===== src/rtl/mips_run_ctrl_if.sv =====
// -----------------------------------------------------------------------------
// mips_run_ctrl_if
//
// Bundle between the board-level run control, the MIPS core, and the
// mips_run_ctrl sequencer.
//
// Signals
//   start           control -> ctrl   single-cycle pulse that begins a run
//   stop            control -> ctrl   level, ends the current run
//   cycle_limit     control -> ctrl   run budget in enabled cycles, 0 = unlimited
//   core_pc         core    -> ctrl   current PC of the core
//   core_ifu_Reset  ctrl    -> core   drives the core's ifu_Reset
//   core_Reset      ctrl    -> core   drives the core's Reset
//   core_en         ctrl    -> core   core clock enable
//   busy            ctrl    -> control  run in progress (reset hold or running)
//   done            ctrl    -> control  run finished, core frozen
//   cause           ctrl    -> control  0 none, 1 budget, 2 halt, 3 stop
//   cycles          ctrl    -> control  enabled cycles executed in this/last run
//
// Modports
//   master : the side that drives start/stop/cycle_limit/core_pc
//   slave  : the sequencer itself
// -----------------------------------------------------------------------------
interface mips_run_ctrl_if #(
    parameter int unsigned CNT_W = 32
);
    logic             start;
    logic             stop;
    logic [CNT_W-1:0] cycle_limit;
    logic [31:0]      core_pc;
    logic             core_ifu_Reset;
    logic             core_Reset;
    logic             core_en;
    logic             busy;
    logic             done;
    logic [1:0]       cause;
    logic [CNT_W-1:0] cycles;

    modport master (
        output start,
        output stop,
        output cycle_limit,
        output core_pc,
        input  core_ifu_Reset,
        input  core_Reset,
        input  core_en,
        input  busy,
        input  done,
        input  cause,
        input  cycles
    );

    modport slave (
        input  start,
        input  stop,
        input  cycle_limit,
        input  core_pc,
        output core_ifu_Reset,
        output core_Reset,
        output core_en,
        output busy,
        output done,
        output cause,
        output cycles
    );
endinterface


===== src/rtl/mips_run_ctrl.sv =====
// -----------------------------------------------------------------------------
// mips_run_ctrl
//
// Run sequencer for the single-cycle MIPS core. On a start it holds the core
// in reset for RST_CYCLES enabled cycles, then lets it execute with core_en
// high, counting enabled cycles. The run ends on an external stop, on a
// self-loop halt (PC unchanged for HALT_REPEAT consecutive samples), or when
// a nonzero cycle budget is used up. In DONE the core is frozen so its state
// can be inspected.
//
// Parameters
//   RST_CYCLES   cycles of core reset after a start (>= 1)
//   HALT_REPEAT  identical consecutive PC samples that count as a halt (>= 2)
//   CNT_W        width of the budget and cycle counter
//
// Ports
//   Clk    system clock, rising edge
//   Reset  synchronous, active-high reset of this block (does not pulse the
//          core's reset; the next start does that)
//   bus    mips_run_ctrl_if slave modport (see interface file)
//
// State table
//   state          | meaning
//   ST_IDLE        | after Reset, all outputs low, waiting for start
//   ST_RESET_HOLD  | core resets and core_en high, counting down RST_CYCLES
//   ST_RUN         | core executing, cycles counting, exit checks active
//   ST_DONE        | core frozen, done high, cause/cycles held
//
// All outputs come straight from registers.
// -----------------------------------------------------------------------------
module mips_run_ctrl #(
    parameter int unsigned RST_CYCLES  = 2,
    parameter int unsigned HALT_REPEAT = 3,
    parameter int unsigned CNT_W       = 32
) (
    input  logic           Clk,
    input  logic           Reset,
    mips_run_ctrl_if.slave bus
);

    localparam int unsigned RST_W  = $clog2(RST_CYCLES + 1);
    localparam int unsigned SAME_W = $clog2(HALT_REPEAT + 1);

    localparam logic [RST_W-1:0]  RST_LOAD  = RST_W'(RST_CYCLES);
    localparam logic [RST_W-1:0]  RST_LAST  = RST_W'(1);
    localparam logic [SAME_W-1:0] SAME_ONE  = SAME_W'(1);
    localparam logic [SAME_W-1:0] HALT_LAST = SAME_W'(HALT_REPEAT - 1);
    localparam logic [CNT_W-1:0]  CNT_ONE   = CNT_W'(1);

    localparam logic [1:0] CAUSE_NONE   = 2'd0;
    localparam logic [1:0] CAUSE_BUDGET = 2'd1;
    localparam logic [1:0] CAUSE_HALT   = 2'd2;
    localparam logic [1:0] CAUSE_STOP   = 2'd3;

    typedef enum logic [1:0] {
        ST_IDLE,
        ST_RESET_HOLD,
        ST_RUN,
        ST_DONE
    } state_t;

    state_t            r_state;
    logic [RST_W-1:0]  r_rst_cnt;
    logic [CNT_W-1:0]  r_limit;
    logic [CNT_W-1:0]  r_cycles;
    logic [1:0]        r_cause;
    logic [31:0]       r_last_pc;
    logic              r_pc_valid;
    logic [SAME_W-1:0] r_same_cnt;
    logic              r_core_rst;
    logic              r_core_en;
    logic              r_busy;
    logic              r_done;

    logic [CNT_W-1:0]  w_cycles_inc;
    logic [SAME_W-1:0] w_same_inc;
    logic              w_match;
    logic              w_halt;
    logic              w_budget;

    // The first RUN sample has no valid predecessor, so it can never match.
    assign w_match      = r_pc_valid && (bus.core_pc == r_last_pc);
    assign w_cycles_inc = r_cycles + CNT_ONE;
    assign w_same_inc   = r_same_cnt + SAME_ONE;
    // HALT_REPEAT equal samples are HALT_REPEAT-1 consecutive matches.
    assign w_halt       = w_match && (w_same_inc == HALT_LAST);
    // Compared against the incremented count so DONE lands on the edge that
    // executes the final budgeted cycle.
    assign w_budget     = (r_limit != '0) && (w_cycles_inc == r_limit);

    always_ff @(posedge Clk) begin
        if (Reset) begin
            r_state    <= ST_IDLE;
            r_rst_cnt  <= '0;
            r_limit    <= '0;
            r_cycles   <= '0;
            r_cause    <= CAUSE_NONE;
            r_last_pc  <= '0;
            r_pc_valid <= 1'b0;
            r_same_cnt <= '0;
            r_core_rst <= 1'b0;
            r_core_en  <= 1'b0;
            r_busy     <= 1'b0;
            r_done     <= 1'b0;
        end else begin
            case (r_state)
                ST_IDLE, ST_DONE: begin
                    if (bus.start) begin
                        r_state    <= ST_RESET_HOLD;
                        r_limit    <= bus.cycle_limit;
                        r_cycles   <= '0;
                        r_cause    <= CAUSE_NONE;
                        r_rst_cnt  <= RST_LOAD;
                        r_pc_valid <= 1'b0;
                        r_same_cnt <= '0;
                        r_core_rst <= 1'b1;
                        r_core_en  <= 1'b1;
                        r_busy     <= 1'b1;
                        r_done     <= 1'b0;
                    end
                end

                ST_RESET_HOLD: begin
                    if (r_rst_cnt == RST_LAST) begin
                        r_state    <= ST_RUN;
                        r_core_rst <= 1'b0;
                    end else begin
                        r_rst_cnt <= r_rst_cnt - RST_LAST;
                    end
                end

                ST_RUN: begin
                    // Unlimited runs wrap the counter silently.
                    r_cycles   <= w_cycles_inc;
                    r_last_pc  <= bus.core_pc;
                    r_pc_valid <= 1'b1;
                    r_same_cnt <= w_match ? w_same_inc : '0;

                    if (bus.stop || w_halt || w_budget) begin
                        r_state   <= ST_DONE;
                        r_core_en <= 1'b0;
                        r_busy    <= 1'b0;
                        r_done    <= 1'b1;
                        if (bus.stop) begin
                            r_cause <= CAUSE_STOP;
                        end else if (w_halt) begin
                            r_cause <= CAUSE_HALT;
                        end else begin
                            r_cause <= CAUSE_BUDGET;
                        end
                    end
                end
            endcase
        end
    end

    assign bus.core_ifu_Reset = r_core_rst;
    assign bus.core_Reset     = r_core_rst;
    assign bus.core_en        = r_core_en;
    assign bus.busy           = r_busy;
    assign bus.done           = r_done;
    assign bus.cause          = r_cause;
    assign bus.cycles         = r_cycles;

endmodule

===== src/flat_wrapper.sv =====
// flat-port wrapper written by rule: the top's interface ports become plain ports
module mips_run_ctrl_flat 
#(
    parameter int unsigned RST_CYCLES  = 2,
    parameter int unsigned HALT_REPEAT = 3,
    parameter int unsigned CNT_W       = 32
)
  (Clk, Reset, bus_start, bus_stop, bus_cycle_limit, bus_core_pc, bus_core_ifu_Reset, bus_core_Reset, bus_core_en, bus_busy, bus_done, bus_cause, bus_cycles);
  mips_run_ctrl_if #(.CNT_W(CNT_W)) bus_i ();
  input  logic Clk;
  input  logic Reset;
  input wire logic [$bits(bus_i.start)-1:0] bus_start;
  input wire logic [$bits(bus_i.stop)-1:0] bus_stop;
  input wire logic [$bits(bus_i.cycle_limit)-1:0] bus_cycle_limit;
  input wire logic [$bits(bus_i.core_pc)-1:0] bus_core_pc;
  output wire logic [$bits(bus_i.core_ifu_Reset)-1:0] bus_core_ifu_Reset;
  output wire logic [$bits(bus_i.core_Reset)-1:0] bus_core_Reset;
  output wire logic [$bits(bus_i.core_en)-1:0] bus_core_en;
  output wire logic [$bits(bus_i.busy)-1:0] bus_busy;
  output wire logic [$bits(bus_i.done)-1:0] bus_done;
  output wire logic [$bits(bus_i.cause)-1:0] bus_cause;
  output wire logic [$bits(bus_i.cycles)-1:0] bus_cycles;
  assign bus_i.start = bus_start;
  assign bus_i.stop = bus_stop;
  assign bus_i.cycle_limit = bus_cycle_limit;
  assign bus_i.core_pc = bus_core_pc;
  assign bus_core_ifu_Reset = bus_i.core_ifu_Reset;
  assign bus_core_Reset = bus_i.core_Reset;
  assign bus_core_en = bus_i.core_en;
  assign bus_busy = bus_i.busy;
  assign bus_done = bus_i.done;
  assign bus_cause = bus_i.cause;
  assign bus_cycles = bus_i.cycles;
  mips_run_ctrl #(.RST_CYCLES(RST_CYCLES), .HALT_REPEAT(HALT_REPEAT), .CNT_W(CNT_W)) u_core (.Clk(Clk), .Reset(Reset), .bus(bus_i));
endmodule

===== config.mk =====
export PLATFORM = sky130hd
export DESIGN_NAME = mips_run_ctrl_flat
export DESIGN_NICKNAME = d
export VERILOG_FILES = /design/src/rtl/mips_run_ctrl_if.sv /design/src/rtl/mips_run_ctrl.sv /design/src/flat_wrapper.sv
export SDC_FILE = /design/constraint.sdc
export NUM_CORES = 1
export LEC_CHECK = 0
export ABC_CLOCK_PERIOD_IN_PS = 4500
export CAP_MARGIN = 30
export CORE_MARGIN = 2
export CORE_UTILIZATION = 54
export CTS_CLUSTER_DIAMETER = 150
export DETAILED_ROUTE_END_ITERATION = 7
export GPL_ROUTABILITY_DRIVEN = 0
export PLACE_DENSITY = 0.79
export SLEW_MARGIN = 5
export SYNTH_ARGS = -nofsm -noshare
export SYNTH_HDL_FRONTEND = slang
export SYNTH_SLANG_ARGS = --single-unit
export TNS_END_PERCENT = 30

===== constraint.sdc =====
create_clock -name Clk -period 4.5 [get_ports Clk]
set_input_delay 0.45 -clock Clk [delete_from_list [all_inputs] [get_ports Clk]]
set_output_delay 0.45 -clock Clk [all_outputs]
set_load 0.01 [all_outputs]

# Yosys cells after proc, flatten, opt, wreduce, memory -nomap -nowiden

Index checks and enable logic that the tools add are counted.

ROM bits: 0
Bits in registers: 108
Input port bits: 68
Latch bits: 0
Output and inout port bits: 39
Memories kept: 0
Memory bits (writable): 0

Eq/ne operators: 11
Add/subtract/negate cells: 3
Bitwise operators: 0
Divide/modulo/power cells: 0
Mux-type cells: 25
Order comparisons: 0
$mul: 0
Shifts and indexed selects: 0
Reductions and logical operators: 16

Operators with widths:

| kind                                                                     | number |
|---|---|
| 32-bit equality test                                                     | 2 |
| 32-bit one-hot mux with 2 select lines                                   | 1 |
| 32-bit by 1-bit adder with 32-bit output (second input constant)         | 1 |
| 32-bit 2-to-1 mux                                                        | 1 |
| 32-bit nonzero test                                                      | 1 |
| 2-bit 2-to-1 mux                                                         | 10 |
| 2-bit one-hot mux with 2 select lines                                    | 3 |
| 3-bit AND reduction                                                      | 4 |
| 1-bit one-hot mux with 2 select lines                                    | 4 |
| 2-bit equality test (second input constant)                              | 3 |
| 2-bit one-hot mux with 3 select lines                                    | 1 |
| 1-bit 2-to-1 mux                                                         | 5 |
| 2-bit by 1-bit equality test with 1-bit output (second input constant)   | 2 |
| 2-bit by 1-bit inequality test with 1-bit output (second input constant) | 2 |
| 2-bit inequality test (second input constant)                            | 2 |
| 2-bit AND reduction                                                      | 2 |
| 2-bit nonzero test                                                       | 2 |
| 1-bit logical AND                                                        | 3 |
| 2-bit by 1-bit adder with 2-bit output (second input constant)           | 1 |
| 2-bit logical NOT                                                        | 1 |
| 1-bit logical OR                                                         | 2 |
| 2-bit OR reduction                                                       | 1 |
| 2-bit by 1-bit subtractor with 2-bit output (second input constant)      | 1 |

# Depth between registers and ports, before layout

Depth in word-level cells: 7
Gate-level depth with buffers: 11
Gate-level depth less buffers: 10

# Least setup slack after synthesis

No wires, ideal clock.

Path type: flip-flop to flip-flop
From: register u_core.r_cycles[0] (netlist: u_core.bus.cycles[0])
To: register u_core.r_state[0]
Setup slack: 1.159 ns
Required time: 4.377 ns
Clock period less this slack: 3.341 ns
Stages on the path, launching flop included: 11
Library setup time: 0.123 ns
Arrival: 3.218 ns
Cells stage by stage: dfxtp_1 -> ha_1 -> nand3_1 -> nor2_1 -> and3_1 -> xnor2_1 -> or4_1 -> nor4_1 -> or3b_4 -> a211oi_2 -> mux2_1

Word-level cells in the longest chain between the ends: 6

Ends and longest elaborated chain:

| what                                                              | RTL line             | source |
|---|---|---|
| from (decl)                                                       | mips_run_ctrl.sv:65  | `logic [CNT_W-1:0] r_cycles;` |
| from (signal assigned)                                            | mips_run_ctrl.sv:134 | `r_cycles <= w_cycles_inc;` |
| 32-bit by 1-bit adder with 32-bit output                          | mips_run_ctrl.sv:83  | `assign w_cycles_inc = r_cycles + CNT_ONE;` |
| 32-bit equality test                                              | mips_run_ctrl.sv:89  | `assign w_budget = (r_limit != '0) && (w_cycles_inc == r_limit);` |
| 1-bit logical AND                                                 | mips_run_ctrl.sv:89  |  |
| 1-bit logical OR                                                  | mips_run_ctrl.sv:139 | `if (bus.stop \|\| w_halt \|\| w_budget) begin` |
| 2-bit by 1-bit inequality test with 1-bit output (no source line) | --                   |  |
| 3-bit AND reduction (no source line)                              | --                   |  |
| to (signal assigned)                                              | mips_run_ctrl.sv:93  | `r_state <= ST_IDLE;` |
| to (signal assigned)                                              | mips_run_ctrl.sv:109 | `r_state <= ST_RESET_HOLD;` |
| to (signal assigned)                                              | mips_run_ctrl.sv:140 | `r_state <= ST_DONE;` |
| to (decl)                                                         | mips_run_ctrl.sv:62  | `state_t r_state;` |

Every way passes these cells.
A chain may end at the register's enable or synchronous reset.

# Worst setup path in the final report

Ends and elaborated chain as after synthesis.

==> results.tsv <==
stage	metric	value	unit
flow_run	Max-Cap Viols	0	
cts	root buffer cell	clkbuf_16	
timing	setup TNS	0	ns
cells_and_area	area delta synth->final	22.8	%
yosys	syn_area_per_cell	7.73	um2
cts	Worst-Skew Late Latency	0.36	ns
power	worst vdd ir	0.463	mV
setup_path	worst endpoint required time	4.75	ns
cells_and_area	# fillers	942	
yosys	syn nets	866	
cells_and_area	multi-input logic area	3690	um2
route	DR WL/cell	17.4	um
floorplan	Die H	110	um
yosys	Seq cells post-synth	108	
global_route	initial antenna violation count	0	
yosys	EDFF count, synth	0	
setup_path	CP Data Arrival Time	4.17	ns
setup_path	critical path type	reg -> reg	
timing	final worst path period share	0.870	
timing	final setup fails	0	
global_route	all-layer global routing usage	0.287	
global_route	global route total overflow	0	
setup_path	slowest cell delay on critical path	0.53	ns
route	drc violations	0	
setup_path	Reg-to-Reg End	u_core.r_state[0]	
cts	htree depth	3	
setup_path	WP buf/inv	0	
cts	TritonCTS clock tree	yes	
yosys	Syn Inst Count	792	
timing	Tmin final	3.92	ns
power	leakage	2.66	nW
setup_path	delay-heaviest family, CP	simple AND/OR/NAND/NOR gates	
placed_design	port bufs	106	
placed_design	area post-placement	7230	um2
worst_hold_path	hold crit path type	in -> reg	
power	Cell Pwr Density	449	nW/um2
route	Vias	6153	
global_route	largest net degree at the start of global routing	92	
yosys	ys flop type	dfxtp_1	
yosys	Netlist cell types	59	
placed_design	post-DP HPWL	12600	um
yosys	asr flop ratio synth	0	
timing	setup slack after layout	0.585	ns
global_route	first-pass GRT wire length	28600	um
floorplan	die area	12200	um2
cts	post-CTS setup buffer count	0	
cells_and_area	diode count	0	
setup_path	slowest CP cell	dfxtp_1	
timing	Final Hold Fails	0	
timing	Final Skew	0.00903	ns
timing	worst rel slew slack	0.365	
cts	Hold-fix buffers, CTS	0	
floorplan	site row count	38	
route	final antenna-violating net count	0	
timing	RSZ-0062 raised after global routing	no	
timing	Hold WS	0.445	ns
global_route	number of global-route vias before repair	5692	
cts	CTS buffer count	9	
worst_hold_path	hold depth	2	
route	first drt pass iteration count	5	
floorplan	Ports	107	
route	routed wire length	17500	um
setup_path	reg2reg path depth	10	
floorplan	die width	110	um
cts	Reg clk slew, reported paths	0.07	ns
worst_hold_path	hold_sp	Reset	
timing	Worst Tran Pin Value	0.951	ns
route	DRT iter0 DRCs	546	
timing	fmax	255	MHz
cells_and_area	FF+latch area	2160	um2
floorplan	Core ar.	10900	um2
cells_and_area	Final Net Count	938	
cells_and_area	layout cell share with drive strength beyond 1	0.0369	
route	Avg Vias per Cell	6.10	
cts	clk sinks	108	
cells_and_area	Layout Cell Area excl Fill	7510	um2
cells_and_area	Util after Layout	0.687	
setup_path	r2r setup slk	0.58	ns
worst_hold_path	Hold EP	u_core.r_last_pc[30]	
yosys	register area share after synthesis	0.353	
yosys	Synth Cell Area	6120	um2
setup_path	critical path launch point type	flip-flop	
cts	clk buf depth	2	
placed_design	Setup WS pre-CTS	0.689	ns
cts	post-cts sizing count	0	
setup_path	CP Capture Type	flip-flop	
floorplan	Starting Density	0.560	
timing	Slew Viols, Final	0	
setup_path	worst-path maximum fanout	9	
setup_path	worst-path cell chain	ha_1 -> nand3_1 -> nor2_1 -> and3_1 -> xnor2_1 -> or4_1 -> nor4_1 -> or3b_4 -> a211oi_2 -> mux2_1	
yosys	Yosys warning count	0	
run_status	status	complete, no violations	
setup_path	reg2reg start	u_core.bus.cycles[0]	
-- cell families after synthesis --
logic type                 count (synthesis)  share of synthesized area
and+or+nand+nor                          356                      0.281
AOI/OAI and AO/OA                        139                      0.136
xor gates and xnor gates                  78                      0.112
adders and majority gates                  6                     0.0123
buffers and inverters                     68                     0.0442
muxes                                     37                     0.0609
DFF                                      108                      0.353
-- sequential cells by signal, summed over array words and instances (netlist names) --
register and cells:
u_core.r_pc_valid 1, u_core.r_last_pc 32, u_core.bus.core_en 1, u_core.bus.done 1
u_core.bus.cause 2, u_core.r_state 2, u_core.bus.cycles 32, u_core.r_limit 32
u_core.bus.core_Reset 1, u_core.r_rst_cnt 2, u_core.r_same_cnt 2
-- Yosys cell counts, types with 6 or more instances --
cell,count,share of area
nand3_1,20,0.016
o21ai_0,23,0.019
a22oi_1,7,0.0086
xnor2_1,41,0.059
nand4_1,17,0.017
xor2_1,37,0.053
nand2_1,120,0.074
mux2i_1,35,0.057
clkbuf_1,41,0.025
a31oi_1,7,0.0072
nor2_1,91,0.056
nor3_1,23,0.019
a21oi_1,69,0.056
nor4_1,31,0.032
ha_1,6,0.012
inv_1,16,0.0098
and3_1,12,0.012
nand2b_1,6,0.0061
dfxtp_1,108,0.35
-- final cells by class --
class                           count  area share
Multi-Input combinational cell    616       0.492
Sequential cell                   108       0.288
Timing Repair Buffer              113       0.152
Clock buffer                       13      0.0333
Tap cell                          140      0.0233
Inverter                           16     0.00799
Clock inverter                      2     0.00466
-- metal layers --
layer | global-route usage | part of all wire
met5 | 0 | 0
met4 | 0.0883 | 0.020
met3 | 0.0873 | 0.086
met2 | 0.458 | 0.47
met1 | 0.372 | 0.42
-- worst max-delay path by stage --
stage	startpoint	endpoint	slack, ns	depth (start not counted)
finish	u_core.bus.cycles[0]	u_core.r_state[0]	0.58	10
CTS	u_core.bus.cycles[0]	u_core.r_state[0]	0.65	10
global placement	u_core.bus.cycles[0]	u_core.r_state[0]	0.88	10
floorplan	u_core.bus.cycles[0]	u_core.r_state[0]	1.16	10
detailed placement	u_core.bus.cycles[0]	u_core.r_state[0]	0.69	10
global route	u_core.bus.cycles[0]	u_core.r_state[0]	0.39	10
-- report_power, final --
group | internal (mW) | total [mW] | switching [mW] | leakage (nW)
Combinational | 0.548 | 1.35 | 0.799 | 1.64
Sequential | 1.10 | 1.24 | 0.140 | 0.879
Clock | 0.443 | 0.784 | 0.340 | 0.140
-- placed cells by master, fill, tap and decap left out, types with 9 or more instances in the layout --
cell and count:
clkdlybuf4s50_1 105, nand2_1 120, mux2i_1 35, xnor2_1 41
nand3_1 20, xor2_1 37, o21ai_0 23, inv_1 16
nor3_1 23, a21oi_1 69, nand4_1 17, and3_1 12
dfxtp_1 108, nor2_1 91, clkbuf_16 9, nor4_1 31
-- metrics by stage --
step / instances / power, mW
floorplan: 792 / 2.15
global placement: 991 / 2.50
detailed placement: 993 / 2.57
CTS: 1008 / 3.37
global route: 1008 / 3.57
finish: 1008 / 3.37
Power figures use the tool's default switching activity.
